$ cat config.mk
export PLATFORM = sky130hd
export DESIGN_NAME = controle_processador
export DESIGN_NICKNAME = d
export VERILOG_FILES = /design/src/rtl/processador_pkg.sv /design/src/rtl/decodificador_3x8.sv /design/src/rtl/controle_processador.sv
export SDC_FILE = /design/constraint.sdc
export NUM_CORES = 1
export LEC_CHECK = 0
export CORE_AREA = 2 2 39 41
export CTS_BUF_LIST = sky130_fd_sc_hd__clkbuf_2 sky130_fd_sc_hd__clkbuf_4 sky130_fd_sc_hd__clkbuf_8
export CTS_CLUSTER_DIAMETER = 50
export DETAILED_ROUTE_END_ITERATION = 12
export DIE_AREA = 0 0 41 43
export MAX_ROUTING_LAYER = met4
export PLACE_DENSITY_LB_ADDON = 0.08
export SLEW_MARGIN = 20
export SYNTH_ARGS = -nofsm -noshare
export SYNTH_HDL_FRONTEND = slang
export SYNTH_HIERARCHICAL = 1
export SYNTH_SLANG_ARGS = --single-unit
$ cat constraint.sdc
create_clock -name clk -period 3.65 [get_ports clk]
set_clock_uncertainty 0.15 [all_clocks]
set_input_delay 0.73 -clock clk [delete_from_list [all_inputs] [get_ports clk]]
set_output_delay 0.73 -clock clk [all_outputs]
set_load 0.01 [all_outputs]
$ cat src/rtl/processador_pkg.sv
// Shared encodings for the processor control path: opcodes, ALU codes and timesteps.
package processador_pkg;

  localparam logic [2:0] OP_MV  = 3'b000;
  localparam logic [2:0] OP_MVI = 3'b001;
  localparam logic [2:0] OP_ADD = 3'b010;
  localparam logic [2:0] OP_SUB = 3'b011;
  localparam logic [2:0] OP_AND = 3'b100;

  localparam logic [1:0] ALU_ADD = 2'b00;
  localparam logic [1:0] ALU_SUB = 2'b01;
  localparam logic [1:0] ALU_AND = 2'b10;

  typedef enum logic [1:0] {T0, T1, T2, T3} tstep_t;

  function automatic logic is_alu(input logic [2:0] op);
    return (op == OP_ADD) || (op == OP_SUB) || (op == OP_AND);
  endfunction

  function automatic logic [1:0] alu_code(input logic [2:0] op);
    case (op)
      OP_SUB:  return ALU_SUB;
      OP_AND:  return ALU_AND;
      default: return ALU_ADD;
    endcase
  endfunction

endpackage

$ cat src/rtl/decodificador_3x8.sv
// Register index to one-hot load-enable decoder; all zeros when en is low.
module decodificador_3x8 #(
  parameter int N = 3
) (
  input  logic [N-1:0]      sel,
  input  logic              en,
  output logic [2**N-1:0]   y
);

  for (genvar i = 0; i < 2**N; i++) begin : g_dec
    assign y[i] = en & (sel == N'(i));
  end

endmodule

$ cat src/rtl/controle_processador.sv
// Timestep sequencer for the 16-bit datapath: decodes IR per T0..T3 into bus selects and load enables.
module controle_processador
  import processador_pkg::*;
#(
  parameter int OP_W  = 3,
  parameter int REG_W = 3
) (
  input  logic               clk,
  input  logic               resetn,
  input  logic               run,
  input  logic [15:0]        ir,
  output logic               ir_in,
  output logic [2**REG_W-1:0] r_in,
  output logic               a_in,
  output logic               g_in,
  output logic [1:0]         alu_op,
  output logic [REG_W-1:0]   mux_select,
  output logic               mux_rsel,
  output logic               mux_imm_sel,
  output logic               done,
  output logic               busy
);

  tstep_t           state;
  logic [OP_W-1:0]  op;
  logic [REG_W-1:0] rx, ry;
  logic             r_en;
  logic             unused_imm;

  assign op = ir[15 -: OP_W];
  assign rx = ir[12 -: REG_W];
  assign ry = ir[9 -: REG_W];
  // Low immediate bits only matter to the datapath bus, not to control.
  assign unused_imm = ^ir[6:0];

  always_ff @(posedge clk) begin
    if (!resetn) state <= T0;
    else begin
      case (state)
        T0:      state <= run ? T1 : T0;
        T1:      state <= is_alu(op) ? T2 : T0;
        T2:      state <= T3;
        default: state <= T0;
      endcase
    end
  end

  always_comb begin
    ir_in       = 1'b0;
    r_en        = 1'b0;
    a_in        = 1'b0;
    g_in        = 1'b0;
    alu_op      = ALU_ADD;
    mux_select  = '0;
    mux_rsel    = 1'b0;
    mux_imm_sel = 1'b0;
    done        = 1'b0;
    case (state)
      T0: ir_in = run;
      T1: begin
        if (op == OP_MV) begin
          mux_select = ry;
          r_en       = 1'b1;
          done       = 1'b1;
        end else if (op == OP_MVI) begin
          mux_imm_sel = 1'b1;
          r_en        = 1'b1;
          done        = 1'b1;
        end else if (is_alu(op)) begin
          mux_select = rx;
          a_in       = 1'b1;
        end else begin
          done = 1'b1;
        end
      end
      T2: begin
        mux_select = ry;
        alu_op     = alu_code(op);
        g_in       = 1'b1;
      end
      default: begin
        mux_rsel = 1'b1;
        r_en     = 1'b1;
        done     = 1'b1;
      end
    endcase
  end

  assign busy = (state != T0);

  decodificador_3x8 #(.N(REG_W)) u_dec (
    .sel (rx),
    .en  (r_en),
    .y   (r_in)
  );

endmodule

# [Word-level counts from Yosys, hierarchy flattened]
# Cells that the tools add are included.
[op_classes] eq_ne=13 mux=25 bitwise_logic=8 n_reduce_logical=8
[op_table] op="3-bit == test (second input constant)" count=5
[op_table] op="1-bit two-way mux" count=15
[op_table] op="3-bit by 2-bit == test with 1-bit output (second input constant)" count=4
[op_table] op="3-bit two-way mux" count=3
[op_table] op="1-bit AND" count=8
[op_table] op="3-bit by 1-bit == test with 1-bit output (second input constant)" count=2
[op_table] op="3-bit logical NOT" count=2
[op_table] op="2-bit one-hot mux with 3 select lines" count=1
[op_table] op="3-bit one-hot mux with 2 select lines" count=1
[op_table] op="2-bit two-way mux" count=2
[op_table] op="1-bit one-hot mux with 2 select lines" count=2
[op_table] op="2-bit one-hot mux with 2 select lines" count=1
[op_table] op="3-bit OR reduction" count=1
[op_table] op="2-bit by 1-bit == test with 1-bit output (second input constant)" count=1
[op_table] op="2-bit == test (second input constant)" count=1
[op_table] op="2-bit logical NOT" count=1
[op_table] op="1-bit logical OR" count=2
[op_table] op="2-bit nonzero test" count=1
[op_table] op="2-bit OR reduction" count=1
[totals] regBits=2 output_inout_bits=20 elab_cells=55

# [Depth between registers and ports, before layout]
# Gate-level depths: netlist (run 1).
[logic_depth] word_depth=7 ltp_mapped=5 mapped_depth_nobuf=5

# [Cells and area by module]
# The synthesis (run 1) kept the hierarchy.
[by_module_without_submodules] mod="controle_processador" instances=1 cells_per_inst=37 area_per_inst_um2=285.3
[by_module_without_submodules] mod="decodificador_3x8" instances=1 cells_per_inst=8 area_per_inst_um2=96.3

# [Least setup slack after synthesis (run 1)]
# OpenSTA, ideal clock, no wires.
[synth_timing] path_type="flip-flop to output port" from="register state[0]" to="output port r_in[0]" arrival_ps=1558 required_ps=2770 setup_slack_ps=1212 stages_incl_launch_ff=5 n_path_buf=0 path_cell_list="dfxtp_1 > inv_1 > ha_1 > o32ai_1 > nor4b_2"
[synth_between] elab_chain_len=4 elab_cells_between_ends=6
[synth_lines] element="start, declared" line_no="controle_processador.sv:24" source="tstep_t state;"
[synth_lines] element="start signal, assigned" line_no="controle_processador.sv:40" source="T0: state <= run ? T1 : T0;"
[synth_lines] element="start signal, assigned" line_no="controle_processador.sv:41" source="T1: state <= is_alu(op) ? T2 : T0;"
[synth_lines] element="2-bit == test / 2-bit logical NOT (equally long branches)" line_no="controle_processador.sv:58" source="case (state)"
[synth_lines] element="2-bit OR reduction (no line)"
[synth_lines] element="1-bit one-hot mux with 2 select lines (*)" line_no="controle_processador.sv:58"
[synth_lines] element="via r_en" line_no="controle_processador.sv:27" source="logic r_en;"
[synth_lines] element="1-bit AND (*)" line_no="decodificador_3x8.sv:11" source="assign y[i] = en & (sel == N'(i));"
[synth_lines] element="end, declared" line_no="controle_processador.sv:13" source="output logic [2**REG_W-1:0] r_in,"
# The timed path passes the listed nets; every way through them passes the cells marked *.

# [Worst setup path in the final report (run 1)]
[layout_timing] from="input port ir[15]" to="output port r_in[0]"
[layout_between] elab_chain_len=5 elab_cells_between_ends=6
[layout_lines] element="start, declared" line_no="controle_processador.sv:11" source="input logic [15:0] ir,"
[layout_lines] element="3-bit by 1-bit == test with 1-bit output" line_no="controle_processador.sv:65" source="end else if (op == OP_MVI) begin"
[layout_lines] element="1-bit two-way mux" line_no="controle_processador.sv:65"
[layout_lines] element="1-bit two-way mux (*)" line_no="controle_processador.sv:61" source="if (op == OP_MV) begin"
[layout_lines] element="1-bit one-hot mux with 2 select lines (*)" line_no="controle_processador.sv:58"
[layout_lines] element="via r_en" line_no="controle_processador.sv:27"
[layout_lines] element="1-bit AND (*)" line_no="decodificador_3x8.sv:11"
# Marked as above.

==> key figures, run 1 <==
Min path
  – HP Class: reg -> reg
  – WHS Path Cells: 2

Placed design
  – Placed inst area: 719 µm²
  – Number of I/O port buffers: 31
  – DPL Wire Length: 864 µm
  – Placer congestion estimate: 0.645

Yosys
  – Synth area leaders: ha_1 13%, dfxtp_1 10%, and4bb_2 9.8%
  – Synth Cell Area: 382 µm²
  – Synthesized Nets: 68
  – Largest family of logic cells by synthesized area: simple AND/OR/NAND/NOR gates
  – Count of cell types in the netlist: 22
  – Post-Synth Adder-Cell Area: 0.131
  – Yosys synthesis warning count: 6
  – Share of the synthesized area in the top cell type: 0.131
  – Multiplexer share of the synthesized area: 0.0262
  – Post-synthesis compound-gate area fraction: 0.157
  – Post-synthesis sequential area ratio: 0.105
  – Cells after Synth: 45
  – Flops & latches, synth: 2
  – Syn avg cell area: 8.48 µm²
  – Post-synth top area cell: ha_1
  – Post-synthesis simple-gate area fraction: 0.541
  – Synth Area in XOR/XNOR: 0

Floorplanning
  – Core area: 1380 µm²
  – FP Rows: 14
  – I/O Pins: 39
  – Die Width: 41 µm
  – Die Y: 43 µm
  – Initial core utilization: 0.276
  – Die area: 1760 µm²

Critical path
  – Arrival time at the worst endpoint: 2.46 ns
  – Critical path class: in -> out
  – Reg2Reg Capture Point: state[0]
  – Worst Path Max Fanout: 8
  – Cell Chain, Critical Path: clkdlybuf4s50_1 > nand2b_1 > o32ai_1 > buf_4 > nor4b_2 > clkdlybuf4s50_1
  – Crit. End Element: primary output
  – R2R Setup Slk: 2.28 ns
  – FF-to-FF Start: state[1]
  – CP startpoint: ir[15]
  – Worst stage delay on the critical path: 0.57 ns
  – CP startpoint kind: input port
  – Crit-path most repeated cell: clkdlybuf4s50_1
  – Worst-case reg-to-reg path depth: 5
  – Data required time of the worst path: 2.77 ns
  – Slowest cell on crit path: clkdlybuf4s50_1
  – Worst setup path end: r_in[0]

Timing
  – Relative slew slack: 0.787
  – Max Freq: 0.300 GHz
  – Final worst path period share: 0.914
  – Fin. Hold Viols: 0
  – Unrepaired setup endpoints after global routing: false
  – Final setup vio count: 0
  – Final hold slack: 0.462 ns
  – Worst Max-Slew Pin Slew: 0.318 ns
  – Final Max Tran Viols: 0
  – Min cycle time layout: 3.34 ns
  – Sum Neg Setup Slack: 0 ns

Final layout
  – Layout net count: 105
  – Max reg flops: 2
  – Final Cell Area: 742 µm²
  – Area Growth Syn to Fin: 94.4%
  – Final Util: 0.536
  – Most flops, register: state
  – Ant. Diodes: 0
  – Layout cells sized above 1: 0.188
  – Largest registers: state: 2 flops

Clock network
  – # H-tree levels: 1
  – Num CTS Buffers: 3
  – Hold buffers post-CTS: 0
  – CTS tree: yes
  – Worst-Skew Late Latency: 0.22 ns
  – Post_cts resized: 0
  – Max Root-Sink Buffers: 2
  – Root buffer cell: clkbuf_4
  – Reg clk slew, reported paths: 0.03 ns
  – Clock sinks: 2
  – Post-CTS Setup Inserts: 0

Power and ir drop
  – Leakage dissipation: 0.295 nW
  – Power Density: 183 nW/µm²
  – Max VDD drop: 0.109 mV
  – Tot Pwr: 136 µW

Detailed routing
  – Vias post-DR: 472
  – Drt drc: 0
  – Drt first pass iters: 2
  – ANT nets after route: 0
  – Final wirelength: 1040 µm
  – Wire per inst: 10.9 µm
  – Initial drt markers: 1
  – Avg Vias per Cell: 4.92

Global route
  – Tot GR Track Use: 0.143
  – Vias in the first global route: 452
  – First-pass GRT wire length: 1770 µm
  – Pin count of the biggest net entering global routing: 10
  – Initial antenna violation count: 0
  – Total gr overflow: 0

Run
  – Max Cap Violations: 0

Outcome
  – Status: finished clean
-- layout make-up --
type / instances / area (µm²)
sequential: 2 / 40.0
fill: 134 / 642
clock buffer: 3 / 22.5
tap: 16 / 20.0
multi-input combinational: 39 / 327
timing repair buffer: 32 / 318
inverter: 4 / 15.0
-- per-layer routing --
layer	track usage	part of all wire	vias to the layer above
met5	-	0	-
met4	0.0600	0	0
met3	0.0262	0.096	0
met2	0.219	0.45	23
met1	0.178	0.45	204
li1	-	-	245
-- kinds of logic after synthesis --
group | count (synthesis)
AOI/OAI and AO/OA | 8
and+or+nand+nor | 26
adders and majority gates | 4
buffers and inverters | 4
muxes | 1
DFF | 2
-- metrics by stage --
step | cells | setup WS (ns)
global route | 96 | 0.188
finish | 96 | 0.314
CTS | 96 | 0.300
detailed placement | 93 | 0.317
floorplan | 45 | 1.21
global placement | 93 | 0.299
-- report_power, final --
part / internal [mW] / switching, mW / leakage, nW / total, mW
clock: 0.0361 / 0.0105 / 0.0138 / 0.0466
sequential: 0.0233 / 0.00154 / 0.0164 / 0.0248
combinational: 0.0372 / 0.0273 / 0.265 / 0.0645
-- critical path: cells and delay by family --
family                 cells  cell delay, ns
buffers and inverters      3            1.21
AOI/OAI and AO/OA          1            0.14
and+or+nand+nor            2            0.37
-- Yosys cell counts --
master,count
nor2b_1,1
o21ai_2,1
nor3b_1,1
and2b_1,1
nand2b_1,2
nor4b_2,2
inv_1,4
nand2_1,6
ha_1,4
a21oi_1,1
o311a_1,1
and4bb_2,3
o32ai_1,2
o22ai_1,3
nor3b_2,1
dfxtp_1,2
nor2_1,2
and4b_2,3
mux2i_1,1
and3_1,1
and2_1,2
and4_2,1
-- how the worst min path moves through the flow --
stage / end / slack [ns] / from
floorplan: state[1] / 0.42 / state[0]
global placement: state[1] / 0.45 / state[0]
detailed placement: state[1] / 0.46 / state[1]
CTS: state[1] / 0.47 / state[1]
global route: state[1] / 0.49 / state[1]
finish: state[1] / 0.46 / state[0]
-- placed cells by master, fill, tap and decap left out, types with 3 or more instances in the layout --
cell	instances
clkdlybuf4s50_1	31
nand2_1	6
inv_1	4
ha_1	4
o22ai_1	3
clkbuf_4	3
and4b_2	3
and4bb_2	3
Power figures use the tool's default switching activity.
==> inputs of run 2 (changes only) <==
==> constraint.sdc (replaced) <==
create_clock -name clk -period 3.9 [get_ports clk]
set_clock_uncertainty 0.15 [all_clocks]
set_input_delay 0.78 -clock clk [delete_from_list [all_inputs] [get_ports clk]]
set_output_delay 0.78 -clock clk [all_outputs]
set_load 0.01 [all_outputs]
==> run 2 against run 1 <==
Effect of this change: clock power shrank 5.2%; sequential cell count is the same; wire length grew 3.9%; sequential power shrank 6%; combinational power shrank 8.2%; die area is the same; register-to-register slack gained 0.21 ns; critical endpoint unchanged.
==> key figures, run 2 (synthesis results as in run 1) <==
Final layout
  – Layout cells sized above 1: 0.177 (was 0.188)
  – Most flops, register: state (unchanged)
  – Most common cell after layout, fill and taps aside: clkdlybuf4s50_1 (unchanged)
  – Final Cell Area: 734 µm² (was 742 µm²)
  – Area Growth Syn to Fin: 92.5% (was 94.4%)
  – Commonest non-fill, non-tap cells in the layout: 31 x clkdlybuf4s50_1, 6 x nand2_1, 4 x inv_1, 4 x ha_1 (unchanged)
  – Max reg flops: 2 (unchanged)
  – Ant. Diodes: 0 (unchanged)
  – Largest registers: state: 2 flops (unchanged)
  – Layout net count: 104 (was 105)
  – Post-route insts no fill: 95 (was 96)

Placed design
  – Number of I/O port buffers: 31 (unchanged)
  – Placed Cells incl. Taps: 92 (was 93)
  – Placer congestion estimate: 0.643 (was 0.645)
  – Placed inst area: 712 µm² (was 719 µm²)
  – DPL Wire Length: 863 µm (was 864 µm)

Detailed routing
  – Vias post-DR: 463 (was 472)
  – Avg Vias per Cell: 4.87 (was 4.92)
  – Initial drt markers: 2 (was 1)
  – Wire per inst: 11.4 µm (was 10.9 µm)
  – Drt first pass iters: 2 (unchanged)
  – ANT nets after route: 0 (unchanged)
  – Drt drc: 0 (unchanged)
  – Final wirelength: 1080 µm (was 1040 µm)

Critical path
  – Crit. End Element: primary output (unchanged)
  – Critical path class: in -> out (unchanged)
  – FF-to-FF Start: state[1] (unchanged)
  – Worst-case reg-to-reg path depth: 5 (unchanged)
  – CP startpoint: ir[15] (unchanged)
  – R2R Setup Slk: 2.49 ns (was 2.28 ns)
  – Data required time of the worst path: 2.97 ns (was 2.77 ns)
  – Reg2Reg Capture Point: state[0] (unchanged)
  – Arrival time at the worst endpoint: 2.66 ns (was 2.46 ns)
  – CP startpoint kind: input port (unchanged)
  – Worst setup path end: r_in[0] (unchanged)
  – Worst Path Max Fanout: 8 (unchanged)

Timing
  – Min cycle time layout: 3.59 ns
  – Unrepaired setup endpoints after global routing: false (unchanged)
  – Final setup vio count: 0 (unchanged)
  – Max Freq: 0.279 GHz
  – Final hold slack: 0.471 ns (was 0.462 ns)
  – Relative slew slack: 0.570 (was 0.787)
  – Final worst path period share: 0.920
  – Worst Max-Slew Pin Slew: 0.643 ns (was 0.318 ns)
  – Fin. Hold Viols: 0 (unchanged)
  – Final Max Tran Viols: 0 (unchanged)
  – Sum Neg Setup Slack: 0 ns (unchanged)

Clock network
  – # H-tree levels: 1 (unchanged)
  – Post_cts resized: 0 (unchanged)
  – Root buffer cell: clkbuf_4 (unchanged)
  – CTS tree: yes (unchanged)
  – Worst-Skew Late Latency: 0.22 ns (about the same)
  – Clock sinks: 2 (unchanged)
  – Post-CTS Setup Inserts: 0 (unchanged)
  – Reg clk slew, reported paths: 0.03 ns (about the same)
  – Max Root-Sink Buffers: 2 (unchanged)
  – Hold buffers post-CTS: 0 (unchanged)
  – Num CTS Buffers: 3 (unchanged)

Power and ir drop
  – Max VDD drop: 0.111 mV (was 0.109 mV)
  – Power Density: 172 nW/µm² (was 183 nW/µm²)
  – Tot Pwr: 127 µW (was 136 µW)
  – Leakage dissipation: 0.290 nW (was 0.295 nW)

Global route
  – GRT Max-Usage Layer: met2 (unchanged)
  – Total gr overflow: 0 (unchanged)
  – Initial antenna violation count: 0 (unchanged)
  – M2 GR Usage: 0.219 (unchanged)
  – First-pass GRT wire length: 1890 µm (was 1770 µm)
  – Pin count of the biggest net entering global routing: 10 (unchanged)
  – Vias in the first global route: 455 (was 452)
  – Met3 usage: 0.0262 (unchanged)
  – Tot GR Track Use: 0.155 (was 0.143)
  – Met1 usage: 0.213 (was 0.178)

Run
  – Max Cap Violations: 0 (unchanged)

Floorplanning
  – I/O Pins: 39 (unchanged)
  – Die Y: 43 µm (unchanged)
  – FP Rows: 14 (unchanged)
  – Core area: 1380 µm² (unchanged)
  – Initial core utilization: 0.276 (unchanged)
  – Die Width: 41 µm (unchanged)
  – Die area: 1760 µm² (unchanged)

Min path
  – HP Class: reg -> reg (unchanged)

Outcome
  – Status: finished clean (unchanged)
run 2: per-layer routing:
layer	part of all wire	vias to the layer above
met1	0.46	198
met3	0.082	0
li1	-	242
met2	0.45	23
met5	0	-
met4	0	0
run 2: critical path, cell delays in order:
cell and delay (ns):
clkdlybuf4s50_1 0.46, nand2b_1 0.19, o32ai_1 0.34, nor4b_2 0.31, clkdlybuf4s50_1 0.58
run 2: stage by stage:
step,util,setup WS [ns]
after floorplan,-,1.41
after global routing,0.531,0.160
after global placement,0.514,0.292
final,0.531,0.313
after detailed placement,0.514,0.304
after CTS,0.531,0.292
run 2: worst min path at each step:
stage / cells past startpoint / slack, ns / end / startpoint
after floorplan: 2 / 0.42 / state[1] / state[0]
after global placement: 2 / 0.46 / state[1] / state[0]
after detailed placement: 1 / 0.46 / state[1] / state[1]
after CTS: 1 / 0.47 / state[1] / state[1]
after global routing: 1 / 0.50 / state[1] / state[1]
final: 2 / 0.47 / state[1] / state[0]
run 2: area by class of cell:
cell class | instances | area (µm²)
Fill cell | 136 | 649
Multi-Input combinational cell | 39 | 327
Timing Repair Buffer | 31 | 310
Sequential cell | 2 | 40.0
Clock buffer | 3 | 22.5
Tap cell | 16 | 20.0
Inverter | 4 | 15.0
run 2: power by group:
part	internal, mW	leakage, nW	switching [mW]
clock	0.0338	0.0138	0.0104
combinational	0.0334	0.259	0.0257
sequential	0.0218	0.0164	0.00148
total	0.0891	0.290	0.0375
==> edit 1: new RTL, flow settings as in run 2 <==
Set the parameter `REG_W` to 4 (it was 3).
--- a/src/rtl/controle_processador.sv
+++ b/src/rtl/controle_processador.sv
@@ -4,5 +4,5 @@
 #(
   parameter int OP_W  = 3,
-  parameter int REG_W = 3
+  parameter int REG_W = 4
 ) (
   input  logic               clk,
Ports: changed (resized mux_select and r_in); port bits go from 39 to 48. The function was not compared with the original's and may differ.
==> edit 1 against run 2 <==
- sequential cell count stayed put
- total power up 12%
- design area increased by 16%
- count of clock-buffer cells in the layout is the same
- synthesized area up 3.9%
- routed wire length grew 13%
- critical path depth up 1
- worst setup slack worse by 0.019 ns
==> edit 1: results (changes against run 2) <==
status=completed; 1st-iter DRT viols=5 (+3); Max clock buf depth=2 (unchanged); Routed WL per cell=10.1 um (-11%); YS warnings=6 (unchanged); CTS H-tree lvls=1 (unchanged); first-pass GRT wire length=1850 um (-2.2%); GP Congestion=0.726 (+13%); top_reg_cell synth=dfxtp_1; TritonCTS Buffers=3 (unchanged); vias=571 (+23%); Placed Cells=118 (+28%); post-synthesis compound-gate area fraction=0.155 (-0.00280); CP Max Fanout=6 (-2); register area share after synthesis=0.101 (-0.00397); # diodes=0 (unchanged); Crit path arrival time=2.68 ns (+0.02 ns); post-synth cell types=25 (+14%); postcts setup bufs=0 (unchanged); Leakage Power=0.328 nW (+13%); Post-Synth Adder-Cell Area=0.126 (-0.00496); Syn Area/Cell=6.50 um^2 (-23%); Worst-Skew Late Latency=0.22 ns (about the same); worst-margin pin slew=0.351 ns (-0.292 ns); vias in the first global route=463 (+1.8%); Port-buffer cells=41 (+32%); Async SR Flop Fraction=0 (unchanged); Post-CTS Resized=0 (unchanged); worst vdd ir=113 uV (+1.8%); layout cells sized above 1=0.0857 (-0.0915); Reg clk slew, reported paths=0.03 ns (about the same); multiplexer area fraction after synthesis=0.0536 (+0.0274); drt pass-1 iters=3 (+1); largest net degree at the start of global routing=9 (-1); post-synth net total=84 (+24%); Synth area leaders=nor2_1 (14%), ha_1 (13%), dfxtp_1 (10%), nand2_1 (7.6%), o22ai_1 (6.3%); max-cap viol count=0 (unchanged); top cells by count, synth=nor2_1 (15), nand2_1 (8), inv_1 (5); DR vias/cell=4.72 (-3.2%); GRT Overall Usage=0.149 (-0.00615); Regs by FF count=state (2); nets=130 (+25%); detailed placer's ending HPWL=1010 um (+17%); CTS Hold Buffers Added=0 (unchanged)
edit 1: cell count changes after synthesis, sizes merged, moves of 2 or more:
cell	run 2	this run
and4b	3	0
o32ai	2	0
a31oi	0	2
nor4b	2	0
and4bb	3	1
nand2	6	8
nor3b	2	0
nor2	2	15
nor3	0	4
nand3b	0	2
edit 1: stage by stage:
stage	hold WS [ns]	setup slack, ns	area [um^2]	power (mW)
6_report	0.448	0.294	850	0.142
5_1_grt	0.482	0.192	850	0.156
4_1_cts	0.452	0.293	850	0.145
3_5_place_dp	0.448	0.287	827	0.0987
3_3_place_gp	0.426	0.314	827	0.0983
2_1_floorplan	0.392	1.36	397	0.0593
edit 1: worst max-delay path, cell delays in order:
cell	delay (ns)
clkdlybuf4s50_1	0.51
nor2_1	0.13
mux2_2	0.19
or3b_4	0.41
nor3_2	0.11
clkdlybuf4s50_1	0.55
edit 1: layer usage:
layer,routed length (um),vias to the layer above,track usage
li1,-,305,-
met1,543,238,0.175
met2,564,28,0.244
met3,120,0,0.0471
met4,0,0,0.0200
met5,0,-,-
edit 1: final cells by class:
cell class	count	area, um^2
sequential	2	40.0
inverter	5	18.8
fill	138	534
tap	16	20.0
timing repair buffer	41	410
multi-input combinational	54	338
clock buffer	3	22.5
edit 1: worst paths after layout:
path | startpoint | end | slack [ns] | cells after the start
worst max-delay path | ir[15] | r_in[0] | 0.29 | 6
worst max register to register | state[1] | state[1] | 2.23 | 5
worst min-delay path | state[1] | state[1] | 0.45 | 2
worst min register to register | state[1] | state[1] | 0.45 | 2
edit 1: where the power goes:
group / switching [mW] / internal (mW) / total [mW]
combinational: 0.0340 / 0.0406 / 0.0745
clock: 0.0105 / 0.0338 / 0.0444
sequential: 0.00127 / 0.0222 / 0.0234
==> edit 2: new RTL, settings of run 2 <==
Made on the original files. Re-encode `tstep_t` (4 values) as one-hot, 4 bits wide.
--- a/src/rtl/processador_pkg.sv
+++ b/src/rtl/processador_pkg.sv
@@ -12,5 +12,5 @@
   localparam logic [1:0] ALU_AND = 2'b10;
 
-  typedef enum logic [1:0] {T0, T1, T2, T3} tstep_t;
+  typedef enum logic [3:0] {T0 = 4'b0001, T1 = 4'b0010, T2 = 4'b0100, T3 = 4'b1000} tstep_t;
 
   function automatic logic is_alu(input logic [2:0] op);
Function: same outputs for any inputs over 10 cycles, from zero or initial values and one cycle with resetn low; not proved beyond that.
==> edit 2 against run 2 <==
- worst hold slack worse by 0.0039 ns
- first-iteration DRC count did not move
- sequential cell count increased by 2
- sequential share of layout area increased by 5.2 points
- synthesized area decreased by 0.66%
- worst setup slack got worse by 0.067 ns
- combinational power rose by 15%
- total power grew 30%
- design area rose by 2.0%
- core utilization rose by 1.1 points
- routed wire length grew 4.2%
- synthesized cell count fell by 11%
==> edit 2: results (changes against run 2) <==
Port-buffer cells=31 (unchanged); Reg clk slew, reported paths=0.04 ns; Worst Hold Class=register to register; final hold slack=0.467 ns (-0.00389 ns); internal reg-to-reg setup slack=2.24 ns (-0.25 ns); drt pass-1 iters=3 (+1); DR vias/cell=4.98 (+2.1%); max incr delay on CP=0.54 ns (-0.04 ns); Synth area leaders=dfxtp_1 (21%), and4bb_2 (9.9%), and4b_2 (8.9%), o41ai_4 (7.3%), a22o_1 (6.9%); CP Max Fanout=5 (-3); top cells by count, synth=dfxtp_1 (4), inv_1 (4); Worst path slowest cell=clkdlybuf4s50_1; detailed placer's ending HPWL=902 um (+4.5%); largest net degree at the start of global routing=10 (unchanged); Biggest register=state; # diodes=0 (unchanged); 1st-iter DRT viols=2 (unchanged); status=completed; post-synth net total=59 (-13%); Worst-Skew Late Latency=0.24 ns (+0.02 ns); Placed Cells=89 (-3.3%); post-synth cell types=26 (+18%); Max clock buf depth=2 (unchanged); register area share after synthesis=0.211 (+0.106); final WL=1130 um (+4.2%); Worst slew margin=0.745 (+0.174); vias=458 (-1.1%); TritonCTS Buffers=3 (unchanged); worst vdd ir=92.3 uV (-17%); layout cells sized above 1=0.237 (+0.0596); GRT Overall Usage=0.152 (-0.00292); GP Congestion=0.704 (+9.5%); CP top delay family=buffers and inverters; Regs by FF count=state (4); Syn Area/Cell=9.48 um^2 (+12%); postcts setup bufs=0 (unchanged); Leakage Power=0.305 nW (+5.4%); first-pass GRT wire length=1720 um (-9.1%); pre-CTS setup slack=0.234 ns (-0.0699 ns); Post-CTS Resized=0 (unchanged); Crit path arrival time=2.72 ns (+0.06 ns); CTS H-tree lvls=1 (unchanged); post-synth top area cell=dfxtp_1; nets=97 (-6.7%); vias in the first global route=413 (-9.2%); placed cell area=727 um^2 (+2.1%); YS warnings=6 (unchanged); final setup margin=0.246 ns (-0.0670 ns)
[edit 2: cell types whose count changed after synthesis, sizes merged, moves of 2 or more]
cell | run 2 | this run
a22o | 0 | 3
dfxtp | 2 | 4
ha | 4 | 0
nand2 | 6 | 1
nor3b | 2 | 0
o22ai | 3 | 0
o32ai | 2 | 0
or4b | 0 | 2
[edit 2: final timing paths]
kind	from	end	cells past startpoint
setup reg to reg	state[3]	state[0]	3
hold reg to reg	state[2]	state[1]	2
hold / removal	state[2]	state[1]	2
setup / recovery	ir[13]	mux_select[0]	5
[edit 2: layer usage]
metal,vias up,global-route usage,wire [um]
met5,-,-,0
met4,0,0.107,13
met3,2,0.0366,87
met2,20,0.206,549
met1,199,0.188,480
li1,237,-,-
[edit 2: layout make-up]
cell class | count | area [um^2]
timing repair buffer | 34 | 333
multi-input combinational | 31 | 279
tap | 16 | 20.0
clock buffer | 3 | 22.5
fill | 133 | 634
inverter | 4 | 15.0
sequential | 4 | 80.1
[edit 2: power breakdown]
| group | switching, mW | internal [mW] |
|---|---|---|
| Clock | 0.0173 | 0.0344 |
| Sequential | 0.00111 | 0.0434 |
| Combinational | 0.0279 | 0.0401 |
[edit 2: kinds of logic (layout without fill, tap and decap cells)]
| kind of cell | after synthesis | in the layout | synth area share |
|---|---|---|---|
| and+or+nand+nor | 22 | 22 | 0.498 |
| buffers and inverters | 5 | 41 | 0.0528 |
| AOI/OAI and AO/OA | 9 | 9 | 0.238 |
| DFF | 4 | 4 | 0.211 |
[edit 2: worst reg2reg max path, cell delays in order (launching register included)]
cell      delay, ns
dfxtp_1        0.31
or4b_2         0.78
nand3_1        0.18
o211ai_1       0.10
